[src/rtl/vga_pkg.sv]
// Shared VGA constants and types for the pixel-output path.
package vga_pkg;

  localparam int ADDR_W        = 19;
  localparam int SPRITE_PIXELS = 2500;
  localparam int PIPE_DEPTH    = 3;

  typedef logic [11:0] rgb_t;

  localparam rgb_t COL_BLACK     = 12'h000;
  localparam rgb_t COL_WHITE     = 12'hFFF;
  localparam rgb_t COL_HILITE    = 12'hFF0;
  localparam rgb_t COL_HILITE_BG = 12'h333;
  localparam rgb_t COL_WELCOME   = 12'h0CF;

  typedef struct packed {
    logic square;
    logic hilite;
    logic welcome;
    logic oob;
  } pix_flags_t;

endpackage

[src/rtl/sprite_pixel_pipe_blink_timer.sv]
// Frame-based blink generator: toggles blink_on every BLINK_FRAMES vsync falling edges.
module blink_timer #(
  parameter int BLINK_FRAMES = 30
) (
  input  logic clk,
  input  logic reset,
  input  logic vsync,
  output logic blink_on
);

  localparam int CNT_W = (BLINK_FRAMES > 1) ? $clog2(BLINK_FRAMES) : 1;
  localparam logic [CNT_W-1:0] LAST = CNT_W'(BLINK_FRAMES - 1);

  logic             vs_q;
  logic [CNT_W-1:0] frame_cnt;
  logic             vs_fall;

  assign vs_fall = vs_q & ~vsync;

  always_ff @(posedge clk or negedge reset) begin
    if (!reset) begin
      vs_q      <= 1'b1;
      frame_cnt <= '0;
      blink_on  <= 1'b1;
    end else begin
      vs_q <= vsync;
      if (vs_fall) begin
        if (frame_cnt == LAST) begin
          frame_cnt <= '0;
          blink_on  <= ~blink_on;
        end else begin
          frame_cnt <= frame_cnt + 1'b1;
        end
      end
    end
  end

endmodule

[src/rtl/sprite_pixel_pipe.sv]
// Sprite ROM fetch plus sync realignment and final RGB resolve; outputs drive the VGA DAC.
module sprite_pixel_pipe
  import vga_pkg::*;
#(
  parameter int   ROM_DEPTH    = 207500,
  parameter int   BLINK_FRAMES = 30,
  parameter rgb_t BG_COLOR     = 12'h000
) (
  input  logic              clk,
  input  logic              reset,
  input  logic [9:0]        x,
  input  logic [8:0]        y,
  input  logic              active,
  input  logic              hsync,
  input  logic              vsync,
  input  logic              square_total,
  input  logic              highlight,
  input  logic              welcome,
  input  logic [ADDR_W-1:0] sprite_address,
  output logic [ADDR_W-1:0] rom_addr,
  input  logic [7:0]        rom_data,
  output logic [3:0]        vga_r,
  output logic [3:0]        vga_g,
  output logic [3:0]        vga_b,
  output logic              vga_hs,
  output logic              vga_vs
);

  // One extra bit so depths up to 2^ADDR_W compare correctly.
  localparam logic [ADDR_W:0] DEPTH_EXT = (ADDR_W+1)'(ROM_DEPTH);

  logic       unused_xy;
  logic       blink_on;
  pix_flags_t flags_in;
  pix_flags_t flags_p1, flags_p2;
  logic       vld_p1, vld_p2;
  logic       hs_p1, hs_p2;
  logic       vs_p1, vs_p2;
  rgb_t       rgb_p3;

  assign unused_xy = ^{x, y};

  function automatic rgb_t resolve_color(input logic vld, input pix_flags_t f,
                                         input logic [7:0] pix, input logic blink,
                                         input rgb_t bg);
    logic ink;
    ink = f.square & ~f.oob & (pix != 8'h00);
    if (!vld)                            return COL_BLACK;
    if (ink && f.hilite && blink)        return COL_HILITE;
    if (ink && f.welcome)                return COL_WELCOME;
    if (ink)                             return COL_WHITE;
    if (f.square && f.hilite && blink)   return COL_HILITE_BG;
    return bg;
  endfunction

  assign flags_in.square  = square_total;
  assign flags_in.hilite  = highlight;
  assign flags_in.welcome = welcome;
  assign flags_in.oob     = ({1'b0, sprite_address} >= DEPTH_EXT);

  blink_timer #(
    .BLINK_FRAMES(BLINK_FRAMES)
  ) u_blink (
    .clk     (clk),
    .reset   (reset),
    .vsync   (vsync),
    .blink_on(blink_on)
  );

  // Stage 1: issue ROM read, capture flags and syncs
  always_ff @(posedge clk or negedge reset) begin
    if (!reset) begin
      rom_addr <= '0;
      flags_p1 <= '0;
      vld_p1   <= 1'b0;
      hs_p1    <= 1'b1;
      vs_p1    <= 1'b1;
    end else begin
      rom_addr <= sprite_address;
      flags_p1 <= flags_in;
      vld_p1   <= active;
      hs_p1    <= hsync;
      vs_p1    <= vsync;
    end
  end

  // Stage 2: wait out the ROM latency
  always_ff @(posedge clk or negedge reset) begin
    if (!reset) begin
      flags_p2 <= '0;
      vld_p2   <= 1'b0;
      hs_p2    <= 1'b1;
      vs_p2    <= 1'b1;
    end else begin
      flags_p2 <= flags_p1;
      vld_p2   <= vld_p1;
      hs_p2    <= hs_p1;
      vs_p2    <= vs_p1;
    end
  end

  // Stage 3: colour resolve against rom_data, registered straight to the pins
  always_ff @(posedge clk or negedge reset) begin
    if (!reset) begin
      rgb_p3 <= COL_BLACK;
      vga_hs <= 1'b1;
      vga_vs <= 1'b1;
    end else begin
      rgb_p3 <= resolve_color(vld_p2, flags_p2, rom_data, blink_on, BG_COLOR);
      vga_hs <= hs_p2;
      vga_vs <= vs_p2;
    end
  end

  assign vga_r = rgb_p3[11:8];
  assign vga_g = rgb_p3[7:4];
  assign vga_b = rgb_p3[3:0];

endmodule

[config.mk]
export PLATFORM = sky130hd
export DESIGN_NAME = sprite_pixel_pipe
export DESIGN_NICKNAME = d
export VERILOG_FILES = /design/src/rtl/vga_pkg.sv /design/src/rtl/sprite_pixel_pipe_blink_timer.sv /design/src/rtl/sprite_pixel_pipe.sv
export SDC_FILE = /design/constraint.sdc
export NUM_CORES = 1
export LEC_CHECK = 0
export CORE_ASPECT_RATIO = 1.25
export CORE_MARGIN = 4
export CORE_UTILIZATION = 37
export DETAILED_ROUTE_END_ITERATION = 7
export GPL_ROUTABILITY_DRIVEN = 1
export PLACE_DENSITY = 0.83
export SLEW_MARGIN = 20
export SYNTH_ARGS = -nofsm -noshare
export SYNTH_HDL_FRONTEND = slang
export SYNTH_SLANG_ARGS = --single-unit
[constraint.sdc]
create_clock -name clk -period 1.6 [get_ports clk]
set_input_delay 0.32 -clock clk [delete_from_list [all_inputs] [get_ports clk]]
set_output_delay 0.32 -clock clk [all_outputs]
set_load 0.005 [all_outputs]
# == After elaboration in Yosys (flattened, before gate mapping) ==
# Index checks and enable logic that the tools add are counted.
# Widths: inputs -> output; s select.
# classes
addsub,1
order_cmp,1
eq_ne,1
mux,25
bitwise,6
reduce_logical,7
# op_table
op,count
$mux 12,10
$ge 19x18->1 const B,1
$mux 1,14
$reduce_bool 8->1,1
$add 5x1->5 const B,1
$eq 5x5->1 const B,1
$logic_and 1x1->1,5
$mux 5,1
$and 1x1->1,3
$not 1->1,3
$reduce_and 2->1,1
# word_totals
regBits,53
in_bits,54
out_inout_bits,33

# == Logic depth before layout (Yosys ltp) ==
# depth
word_depth,21
ltp_mapped,5
depth_no_buf,5

# == Cells and area by module ==
# A second synthesis with hierarchy kept.
# hier_totals
hier_cells,105
area_unflattened_um2,1569.0
# modules_own_cells
module,instances,cells_each,area_each_um2
sprite_pixel_pipe,1,72,1218.7
blink_timer,1,33,350.3

# == Worst setup path before layout ==
# Ideal clock, no wire load.
# synth_timing
kind,input to register
startpoint,in rom_data[5]
endpoint,reg rgb_p3[1]
setup_time_ns,0.079
t_arrival_ns,1.202
required_ns,1.521
setup_slack_ns,0.319
stages,3
n_path_buf,0
path_cell_list,or4_4 > o21bai_4 > mux2i_1
# synth_between
elab_chain_cells,13
# synth_rtl
element,line_no,rtl
from (decl),sprite_pixel_pipe.sv:21,"input logic [7:0] rom_data,"
$reduce_bool 8->1 (*),sprite_pixel_pipe.sv:47,ink = f.square & ~f.oob & (pix != 8'h00);
$and 1x1->1 (*),sprite_pixel_pipe.sv:47,
$logic_and 1x1->1 (2 in a row),sprite_pixel_pipe.sv:49,if (ink && f.hilite && blink) return COL_HILITE;
$mux 12,sprite_pixel_pipe.sv:49,
$mux 12,sprite_pixel_pipe.sv:50,if (ink && f.welcome) return COL_WELCOME;
$mux 12,sprite_pixel_pipe.sv:51,if (ink) return COL_WHITE;
$mux 12,sprite_pixel_pipe.sv:52,if (f.square && f.hilite && blink) return COL_HILITE_BG;
$mux 12,sprite_pixel_pipe.sv:53,return bg;
$mux 12,sprite_pixel_pipe.sv:52,
$mux 12,sprite_pixel_pipe.sv:51,
$mux 12 (*),sprite_pixel_pipe.sv:50,
$mux 12 (*),sprite_pixel_pipe.sv:49,
to (signal assigned),sprite_pixel_pipe.sv:109,"rgb_p3 <= resolve_color(vld_p2, flags_p2, rom_data, blink_on, BG_COLOR);"
to (decl),sprite_pixel_pipe.sv:39,rgb_t rgb_p3;
# Every way passes the cells marked *; elsewhere a longest branch is shown, timed or not. The select of a mux whose other input is x is not followed.
# A chain may end at the register's enable or synchronous reset.

# == Worst setup path after layout ==
# layout_timing
startpoint,reg rgb_p3[9]
endpoint,out vga_r[1]
# layout_lines
element,line_no,rtl
to (decl),sprite_pixel_pipe.sv:22,"output logic [3:0] vga_r,"
# No word-level cell between the ends.

==> results.py <==
metrics = {
    "final_layout": {
        "area_delta_synth_final_pct": 52.1,
        "final_area_mm2": 0.00233,
        "nets": 229,
        "post_layout_nonfiller_instances": 228,
        "drive_above_1_share": 0.115,
        "final_util": 0.600,
        "antenna_cells": 0,
    },
    "power_and_ir_drop": {
        "pwr-share-seq": 0.566,
        "clock_power_share": 0.287,
        "p_sw_frac": 0.255,
        "p_comb_frac": 0.147,
        "p_total_uw": 2420,
        "leakage_uw": 0.000990,
        "peakVddDrop_v": 0.000737,
        "cellInternalPower_uw": 1810,
        "powerDensity_mw_per_mm2": 1040,
        "p_sw_uw": 618,
    },
    "global_route": {
        "grt_usage": 0.139,
        "grt_max_degree": 47,
        "grt_pass1_vias": 1133,
        "grt_pass1_wl_mm": 5.30,
        "grt-ovfl-total": 0,
        "antenna_found_initial": 0,
    },
    "cts": {
        "cts.clk_slew.worst_paths_ns": 0.09,
        "cts_setup_buffers": 0,
        "clock-sinks": 46,
        "clk_path_buf_depth": 2,
        "insertion_delay_ns": 0.30,
        "cts-root-buf": "clkbuf_8",
        "cts_buffers": 5,
        "cts_max_level": 2,
        "cts_tree": "built",
    },
    "status": {
        "status": "completed",
    },
    "setup_path": {
        "r2r_slack_ns": 0.24,
        "cp_cell_sequence": "clkdlybuf4s50_1",
        "crit_family": "buffers and inverters",
        "path_class": "register to output pin",
        "cp.buffers_inverters": 1,
        "critPathArrivalTime_ns": 1.20,
        "cp_slowest_cell": "clkdlybuf4s50_1",
        "startpoint_type": "register",
        "crit_path_max_fanout": 4,
        "critPathCaptureType": "output pin",
        "worstPathRequired_ns": 1.28,
        "timing.critical_path.slowest_cell_delay_ns": 0.51,
        "crit_cells": 1,
        "r2r_cells": 5,
    },
    "timing": {
        "period_share": 0.952,
        "clock.fmax_mhz": 657,
        "rsz0062_at_grt": "no",
        "fin_crit_ns": 1.52,
        "setup_violations": 0,
        "skew_ns": 0.00721,
        "tightest_slew_ns": 0.388,
        "hold_slack_ns": 0.345,
        "relSlewSlack": 0.735,
        "hold_viol": 0,
        "finalMaxSlewViolations": 0,
    },
    "detailed_routing": {
        "antenna_left": 0,
        "wl_per_cell_um": 14.5,
        "viasPerCell": 4.84,
        "drtIter0Drc": 25,
        "drc_errors": 0,
        "dr.pass1.iters": 4,
        "vias": 1103,
        "finalWirelength_mm": 3.31,
    },
    "floorplanning": {
        "rows": 25,
        "coreArea_mm2": 0.00388,
        "die_w_um": 65.5,
        "pin_count": 87,
        "start_util": 0.395,
        "die_area_mm2": 0.00524,
        "dieHeight_um": 79.9,
    },
    "logic_synthesis": {
        "ys_types": 26,
        "syn_area_mm2": 0.00153,
        "seq_area_frac_synth": 0.758,
        "yosys_warnings": 0,
        "synth-seq-cells": 46,
        "syn_nets": 161,
        "synthCells": 105,
        "avgSynthCellArea_um2": 14.6,
    },
    "place": {
        "place_area_mm2": 0.00223,
        "port_buffers": 67,
        "routabilityCongestion": 0.721,
        "dp_hpwl_mm": 2.57,
        "dp.cells": 219,
    },
    "min_path": {
        "min_path_type": "register to register",
        "hold_depth": 0,
    },
    "run": {
        "cap_violations": 0,
    },
}
[worst register-to-register path: stages (launching register included)]
cell     delay [ns]
dfrtp_1        0.42
inv_1          0.08
ha_1           0.16
nand4_1        0.22
a21oi_1        0.25
mux2i_1        0.11
[synthesized netlist by cell type]
cell type  number  area [µm²]
dfrtp_1        39         976
nand2_1         8        30.0
buf_4           7        52.6
dfstp_2         7         184
nor2_1          6        22.5
o21ai_0         6        30.0
a21oi_1         4        20.0
inv_1           3        11.3
nand3_1         3        15.0
nand4_1         3        18.8
ha_1            2        25.0
mux2i_1         2        20.0
or4_4           2        22.5
a2111oi_0       1        8.76
a22o_1          1        8.76
clkbuf_1        1        3.75
nand2b_1        1        6.26
nor2b_1         1        6.26
nor3_1          1        5.00
nor4_1          1        6.26
o211ai_1        1        7.51
o21bai_4        1        18.8
o22a_1          1        8.76
o31ai_1         1        7.51
or3_1           1        6.26
xor2_1          1        8.76
[timing repair]
action | 4_1_cts | 5_1_grt
endpoints found under the hold margin | 39 | 0
endpoints found under the setup margin | 2 | 1
hold buffers | 1 | 0
cloned | 0 | 0
resized for setup | 2 | 1
[power groups by stage]
stage | logic, µW | registers (µW) | clock network (µW)
floorplan | 134 | 1380 | 0
global placement | 333 | 1380 | 0
detailed placement | 356 | 1390 | 0
CTS | 362 | 1370 | 719
global route | 396 | 1390 | 772
finish | 356 | 1370 | 695
[cell usage in the layout (no fill, tap or decap), drive strengths merged, types with 2 or more instances in the layout]
| cell | instances |
|---|---|
| o21ai | 6 |
| dlygate4sd2 | 2 |
| nand2 | 8 |
| or4 | 2 |
| clkdlybuf4s50 | 63 |
| dfrtp | 39 |
| inv | 3 |
| a21oi | 4 |
| nand3 | 3 |
| mux2i | 2 |
| clkbuf | 5 |
| ha | 2 |
| nor2 | 6 |
| buf | 2 |
| clkinv | 2 |
| nand4 | 3 |
| dfstp | 7 |
[flip-flops by register name (all words and copies together), names as in the netlist]
name / cells
flags_p1: 4
flags_p2: 4
hs_p1: 1
hs_p2: 1
rgb_p3: 5
rom_addr: 19
u_blink.blink_on: 1
u_blink.frame_cnt: 5
u_blink.vs_q: 1
vga_hs: 1
vga_vs: 1
vld_p1: 1
vld_p2: 1
vs_p2: 1
[through the flow]
step	setup WS, ns	TNS [ns]
CTS	0.0387	0
finish	0.0770	0
detailed placement	-0.161	-0.535
global route	0.00761	0
global placement	-0.132	-0.311
floorplan	0.319	0
[cell type report]
type	count	area (µm²)
clock inverter	3	21.3
fill	353	1550
multi-input combinational	48	303
tap	54	67.6
timing repair buffer	69	696
sequential	46	1160
clock buffer	5	68.8
inverter	3	11.3
[logic make-up (layout without fill, tap and decap cells)]
group           count (synthesis)  count (layout)  synth area share
fa+ha+maj                       2               2            0.0164
flops                          46              46             0.758
mux                             2               2            0.0131
xor+xnor                        1               1           0.00572
buf+inv                        11              80            0.0442
simple gates                   27              27            0.0908
compound gates                 16              16            0.0720
[routing by layer]
metal,global-route usage,vias up,wire length [µm]
met2,0.251,68,1800
met3,0.0563,13,309
met5,0,-,0
li1,-,488,-
met4,0.0830,0,115
met1,0.128,534,1090
[worst paths after layout]
| kind | start | end |
|---|---|---|
| max in group asynchronous | reset | vga_hs$_DFF_PN1_ |
| worst max register to register | u_blink.frame_cnt[1]$_DFFE_PN0P_ | u_blink.frame_cnt[2]$_DFFE_PN0P_ |
| worst min-delay path | vld_p1$_DFF_PN0_ | vld_p2$_DFF_PN0_ |
| min in group asynchronous | reset | rom_addr[14]$_DFF_PN0_ |
| worst min register to register | vld_p1$_DFF_PN0_ | vld_p2$_DFF_PN0_ |
| worst max-delay path | rgb_p3[9]$_DFF_PN0_ | vga_r[1] |
Power figures use the tool's default switching activity.
